**config.mk**
```make
export PLATFORM = sky130hd
export DESIGN_NAME = act_mem_pingpong_ctrl
export DESIGN_NICKNAME = d
export VERILOG_FILES = /design/src/rtl/act_mem_pingpong_ctrl.sv
export SDC_FILE = /design/constraint.sdc
export NUM_CORES = 1
export LEC_CHECK = 0
export ABC_AREA = 1
export ABC_CLOCK_PERIOD_IN_PS = 2100
export CORE_MARGIN = 8
export CORE_UTILIZATION = 43
export CTS_CLUSTER_SIZE = 20
export DETAILED_ROUTE_END_ITERATION = 12
export PLACE_DENSITY_LB_ADDON = 0.2
export REMOVE_ABC_BUFFERS = 1
export SYNTH_ARGS = -nofsm -noshare
export SYNTH_HDL_FRONTEND = slang
export SYNTH_SLANG_ARGS = --single-unit
```
**constraint.sdc**
```tcl
create_clock -name clk_i -period 2.1 [get_ports clk_i]
set_input_delay 0.21 -clock clk_i [delete_from_list [all_inputs] [get_ports clk_i]]
set_output_delay 0.21 -clock clk_i [all_outputs]
set_load 0.05 [all_outputs]
```
**src/rtl/act_mem_pingpong_ctrl.sv**
```systemverilog
// act_mem_pingpong_ctrl
// Double-buffer manager for the activation memory. A 32-bit writer fills one
// buffer while the PE-array read sequencer consumes the other. The block tracks
// per-buffer state, generates write addresses and hands full buffers to the
// consumer in strict fill order.
// Optional feature macro: PINGPONG_PERF_CNT_EN adds saturating stall counters
// (wr_stall_cnt_o, cons_stall_cnt_o).
module act_mem_pingpong_ctrl #(
   parameter int WORD_ADDR_W = 13,
   parameter int EXT_W       = 32
) (
   input  logic                   clk_i,
   input  logic                   rst_ni,
   input  logic                   flush_i,
   input  logic                   wr_valid_i,
   input  logic                   wr_last_i,
   input  logic [EXT_W-1:0]       wr_data_i,
   output logic                   wr_ready_o,
   output logic                   mem_we_o,
   output logic [WORD_ADDR_W:0]   mem_waddr_o,
   output logic [EXT_W-1:0]       mem_wdata_o,
   input  logic                   cons_req_i,
   output logic                   cons_gnt_o,
   output logic                   cons_buf_o,
   output logic [WORD_ADDR_W:0]   cons_len_o,
   input  logic                   cons_done_i,
   output logic [3:0]             buf_state_o,
   output logic [1:0]             err_o
`ifdef PINGPONG_PERF_CNT_EN
   ,
   output logic [31:0]            wr_stall_cnt_o,
   output logic [31:0]            cons_stall_cnt_o
`endif
);

   localparam int LEN_W = WORD_ADDR_W + 1;

   typedef enum logic [1:0] {
      ST_EMPTY = 2'd0,
      ST_FILL  = 2'd1,
      ST_FULL  = 2'd2,
      ST_BUSY  = 2'd3
   } buf_state_t;

   buf_state_t             r_state [2];
   logic                   r_wp;
   logic                   r_rp;
   logic [WORD_ADDR_W-1:0] r_wcnt;
   logic [LEN_W-1:0]       r_len [2];
   logic [1:0]             r_err;
   logic                   r_gnt;
   logic                   r_cons_buf;
   logic [LEN_W-1:0]       r_cons_len;

   logic w_wr_ready;
   logic w_wr_fire;
   logic w_close;
   logic w_any_busy;
   logic w_grant;
   logic w_done_ok;

   // The consumer only ever owns the buffer at rp, so BUSY is checked on both
   // entries for the grant guard and on rp for the release.
   assign w_wr_ready  = (r_state[r_wp] == ST_EMPTY) || (r_state[r_wp] == ST_FILL);
   assign w_wr_fire   = wr_valid_i & w_wr_ready;
   assign w_close     = w_wr_fire & (wr_last_i | (r_wcnt == {WORD_ADDR_W{1'b1}}));
   assign w_any_busy  = (r_state[0] == ST_BUSY) || (r_state[1] == ST_BUSY);
   assign w_grant     = cons_req_i & ~w_any_busy & (r_state[r_rp] == ST_FULL);
   assign w_done_ok   = cons_done_i & (r_state[r_rp] == ST_BUSY);

   assign wr_ready_o  = w_wr_ready;
   assign mem_we_o    = w_wr_fire;
   assign mem_waddr_o = {r_wp, r_wcnt};
   assign mem_wdata_o = wr_data_i;
   assign cons_gnt_o  = r_gnt;
   assign cons_buf_o  = r_cons_buf;
   assign cons_len_o  = r_cons_len;
   assign err_o       = r_err;

   genvar gi;
   generate
      for (gi = 0; gi < 2; gi++) begin : g_state_out
         assign buf_state_o[2*gi +: 2] = r_state[gi];
      end
   endgenerate

   // Buffer bookkeeping: grant, release and write may land in the same cycle,
   // but they never target the same buffer, so their updates do not collide.
   always_ff @(posedge clk_i) begin
      if (!rst_ni || flush_i) begin
         r_state[0] <= ST_EMPTY;
         r_state[1] <= ST_EMPTY;
         r_len[0]   <= '0;
         r_len[1]   <= '0;
         r_wp       <= 1'b0;
         r_rp       <= 1'b0;
         r_wcnt     <= '0;
         r_err      <= '0;
         r_gnt      <= 1'b0;
         r_cons_buf <= 1'b0;
         r_cons_len <= '0;
      end else begin
         r_gnt <= w_grant;
         if (w_grant) begin
            r_state[r_rp] <= ST_BUSY;
            r_cons_buf    <= r_rp;
            r_cons_len    <= r_len[r_rp];
         end
         if (cons_done_i) begin
            if (w_done_ok) begin
               r_state[r_rp] <= ST_EMPTY;
               r_rp          <= ~r_rp;
            end else begin
               r_err[1] <= 1'b1;
            end
         end
         if (w_wr_fire) begin
            if (w_close) begin
               r_state[r_wp] <= ST_FULL;
               r_len[r_wp]   <= LEN_W'(r_wcnt) + LEN_W'(1);
               r_wcnt        <= '0;
               r_wp          <= ~r_wp;
               // a buffer closed because it ran out of space, not by the writer
               if (!wr_last_i) r_err[0] <= 1'b1;
            end else begin
               r_state[r_wp] <= ST_FILL;
               r_wcnt        <= r_wcnt + WORD_ADDR_W'(1);
            end
         end
      end
   end

`ifdef PINGPONG_PERF_CNT_EN
   logic [31:0] r_wr_stall_cnt;
   logic [31:0] r_cons_stall_cnt;

   assign wr_stall_cnt_o   = r_wr_stall_cnt;
   assign cons_stall_cnt_o = r_cons_stall_cnt;

   // Saturating stall counters for writer back-pressure and consumer starvation.
   always_ff @(posedge clk_i) begin
      if (!rst_ni || flush_i) begin
         r_wr_stall_cnt   <= '0;
         r_cons_stall_cnt <= '0;
      end else begin
         if (wr_valid_i && !w_wr_ready && (r_wr_stall_cnt != 32'hFFFF_FFFF))
            r_wr_stall_cnt <= r_wr_stall_cnt + 32'd1;
         if (cons_req_i && !w_grant && (r_cons_stall_cnt != 32'hFFFF_FFFF))
            r_cons_stall_cnt <= r_cons_stall_cnt + 32'd1;
      end
   end
`else
   // Stall counters are not built in this configuration.
`endif

endmodule

```
==> metrics.md <==
| Metric | Value |
|---|---|
| Outcome | finished, final reports clean |
| Unrepaired setup endpoints after global routing | no |
| Crit path launch type | flop |
| Fmax | around 490 MHz |
| DR iter-0 viols | roughly 110 |
| Core Box Area | roughly 0.0076 mm2 |
| Num CTS Buffers | 9 |
| Yosys reg bits | 67 |
| Post-Syn Instances | between 400 and 500 |
| Met1 global-route usage | approximately 20% |
| Hold Path Class | input pin to output port |
| Clk root buf | clkbuf_8 |
| Synth area leaders | edfxtp_1 29%, dfxtp_1 21%, nand2_1 11% |
| DIE WIDTH | between 100 and 150 um |
| CP Max Fanout | 3 |
| Buf/Inv on CP | 3 |
| Gr usage total | approximately 15% |
| Cell taking the most area after synthesis | edfxtp_1 |
| TritonCTS clock tree | done |
| Register area | roughly 0.0017 mm2 |
| DRC viols | 0 |
| Layout fillers | 736 |
| Post-Place Cells | 530 |
| Largest net degree at the start of global routing | 19 |
| Post-Syn Area per Cell | between 8 and 9 um2 |
| Area of the multi-input gates | around 0.0012 mm2 |
| DRT Wirelength | about 8.0 mm |
| Die Y | ~100 um |
| Clock Sinks | between 60 and 70 |
| Worst VDD drop | a little over 0.3 mV |
| Final RePlAce weighted congestion | 0.8035 |
| Clk_skew | 9.622 ps |
| CTS Hold Bufs | 0 |
| Congestion Overflow GR | 0 |
| Pins over their slew limit | 0 |
| Number of diodes | 0 |
| Initial antenna violation count | 0 |
| Pwr dens | ~730 mW/mm2 |
| Site Rows | 32 |
| Port Buf Inserts | between 40 and 50 |
| Drt first pass iters | 5 |
| Top cell type's share of synthesized area | between 20 and 30% |
| Cell family with most CP delay | buffers and inverters |
| Worst Setup End Kind | output port |
| Wire length per cell | ~15 um |
| Max clock buf depth | 2 |
| Register area share after synthesis | about 50% |
| Final hold vios | 0 |
| Pleak | approximately 1.6 nW |
| GRT busiest layer | met1 |
| Layout cell share with drive strength beyond 1 | between 10% and 20% |
| Tmin final | about 2000 ps |
| Final setup fails | 0 |
| Met2 GRT Util | a little under 20% |
| Final Util | between 50% and 60% |
| Post-layout total power | around 2.9 mW |
| Setup CP Type | flop to output port |
| Final net count | 479 |
| Skew-Pair Late Insertion Delay | 340 ps |
| CP max stage delay | a little under 800 ps |
| Global-route wire length before repair | 13.23 mm |
| Slowest CP cell | clkdlybuf4s50_1 |
| Final ANT Viol Nets | 0 |
| Crit path top cell by count | inv_1 |
| Die area | between 0.01 and 0.015 mm2 |
| Mapped cell area | about 0.0034 mm2 |
| Worst-margin pin slew | just over 500 ps |
| Area growth, synth to finish | 17.87% |
| Setup Buffers After CTS | 0 |
| Yosys Warn Count | 0 |
| Crit-path cells | inv_1 -> o21ai_1 -> inv_1 -> clkdlybuf4s50_1 |
| Vias per cell | between 4 and 5 |
| Hold path startpoint | wr_data_i[11] |
| Cell Count, Final, Fillers Out | approximately 550 |
| Final period util | 96.77% |
| Clock transition at the registers of the reported paths | 80 ps |
| Met3 GRT Util | 7.869% |
| Final HPWL DP | roughly 6.0 mm |
| Total of max-cap violations | 0 |
| Rel. slew slack | 66.05% |
| Reg2Reg Launch Point | r_wcnt[1] |
| Post-place instance area | between 0.003 and 0.004 mm2 |
| Fin Hold WS | roughly 420 ps |
| Worst Path Arrival | approximately 1800 ps |
| Vias post-DR | ~2600 |
| Layout Cell Area excl Fill | between 0.003 and 0.004 mm2 |
| Library cells used by synthesis | 30 |
| Crit. Startpoint | r_state[0][1] |
| Crit path required time | 1890 ps |
| Vias in the first global route | around 2600 |
| IO Pins | roughly 110 |
| Starting Density | between 40% and 50% |
| Post-CTS Resized | 0 |
| # H-tree levels | 3 |
registers in the layout (all words and copies together), names as in the netlist, named ones only:
signal,flops
r_wcnt,13
r_len,28
r_state,4
r_wp,1
cons_gnt_o,1
r_rp,1
err_o,2
cons_len_o,14
cons_buf_o,1
synth_stat cells:
library cell / instances
nand2_1: 100
nor2_1: 65
inv_1: 36
dfxtp_1: 35
buf_4: 34
edfxtp_1: 32
nand3_1: 20
o21ai_0: 20
nor2_2: 18
a21oi_1: 16
nand4_1: 6
buf_2: 5
clkbuf_1: 4
nand2_2: 3
nor2_4: 3
buf_6: 2
inv_2: 2
nand2_4: 2
nand3b_1: 2
o21ai_1: 2
xor2_1: 2
and3_1: 1
buf_1: 1
clkinv_1: 1
ha_1: 1
inv_4: 1
nand3_2: 1
nor3_1: 1
o21a_1: 1
xnor2_1: 1
report_power, final:
| group | total [mW] | internal, mW | leakage, nW | switching, mW |
|---|---|---|---|---|
| logic | 0.254 | 0.0867 | 0.797 | 0.168 |
| registers | 1.42 | 1.40 | 0.641 | 0.0153 |
| clock network | 1.21 | 0.732 | 0.113 | 0.482 |
per-layer routing:
layer / routed length, um / part of all wire [%]
met5: 30 / 0.38
met4: 81 / 1.0
met3: 926 / 12
met1: 3844 / 48
met2: 3083 / 39
logic make-up (layout without fill, tap and decap cells):
logic type | Yosys count | in the layout | synth area share [%]
adder cells (fa/ha/maj) | 1 | 1 | 0.3731
XOR/XNOR | 3 | 3 | 0.7837
AO/OA/AOI/OAI | 39 | 39 | 5.896
AND/OR/NAND/NOR | 222 | 222 | 29.25
flip-flops | 67 | 67 | 49.55
buffers and inverters | 86 | 112 | 14.14
per-stage QoR:
stage | setup TNS [ps] | worst slack [ps]
5_1_grt | 0 | 5.248
2_1_floorplan | -25270 | -672.6
6_report | 0 | 67.77
3_5_place_dp | 0 | 194.9
3_3_place_gp | 0 | 240.9
4_1_cts | 0 | 51.46
worst paths after layout:
check	to	slack, ps	depth (start not counted)
hold reg to reg	err_o[0]	460	2
setup / recovery	wr_ready_o	70	4
setup reg to reg	r_len[0][11]	220	10
hold / removal	mem_wdata_o[11]	420	0
layout make-up:
class	instances	share of cell area (%)
Clock buffer	12	3.925
Clock inverter	4	1.836
Inverter	40	3.862
Multi-Input combinational cell	265	30.80
Sequential cell	67	42.04
Tap cell	102	3.229
Timing Repair Buffer	56	14.31
cells in the final DEF, fill, tap and decap left out:
cell type,synthesis,layout
buf_12,0,3
clkdlybuf4s50_1,0,43
inv_1,36,36
o21ai_1,2,2
o21ai_0,20,20
clkbuf_8,0,11
ha_1,1,1
nand2_1,100,100
buf_4,34,10
inv_4,1,1
nand3b_1,2,2
clkbuf_1,4,1
nand3_2,1,1
clkinv_2,0,1
nand4_1,6,6
dfxtp_1,35,35
o21a_1,1,1
a21oi_1,16,16
inv_2,2,2
clkinv_1,1,1
nor2_4,3,3
nor3_1,1,1
nor2_1,65,65
edfxtp_1,32,32
bufinv_16,0,2
xnor2_1,1,1
nand2_2,3,3
and3_1,1,1
nand3_1,20,20
xor2_1,2,2
nand2_4,2,2
nor2_2,18,18
clkinvlp_4,0,1
worst reg2reg max path: cells and delay by family (launching register included):
kind          cells  cell delay, ps
simple gates      6             570
buf+inv           3             340
fa+ha+maj         1             250
flops             1             410
Note: power is estimated with default switching activity, not from simulation.
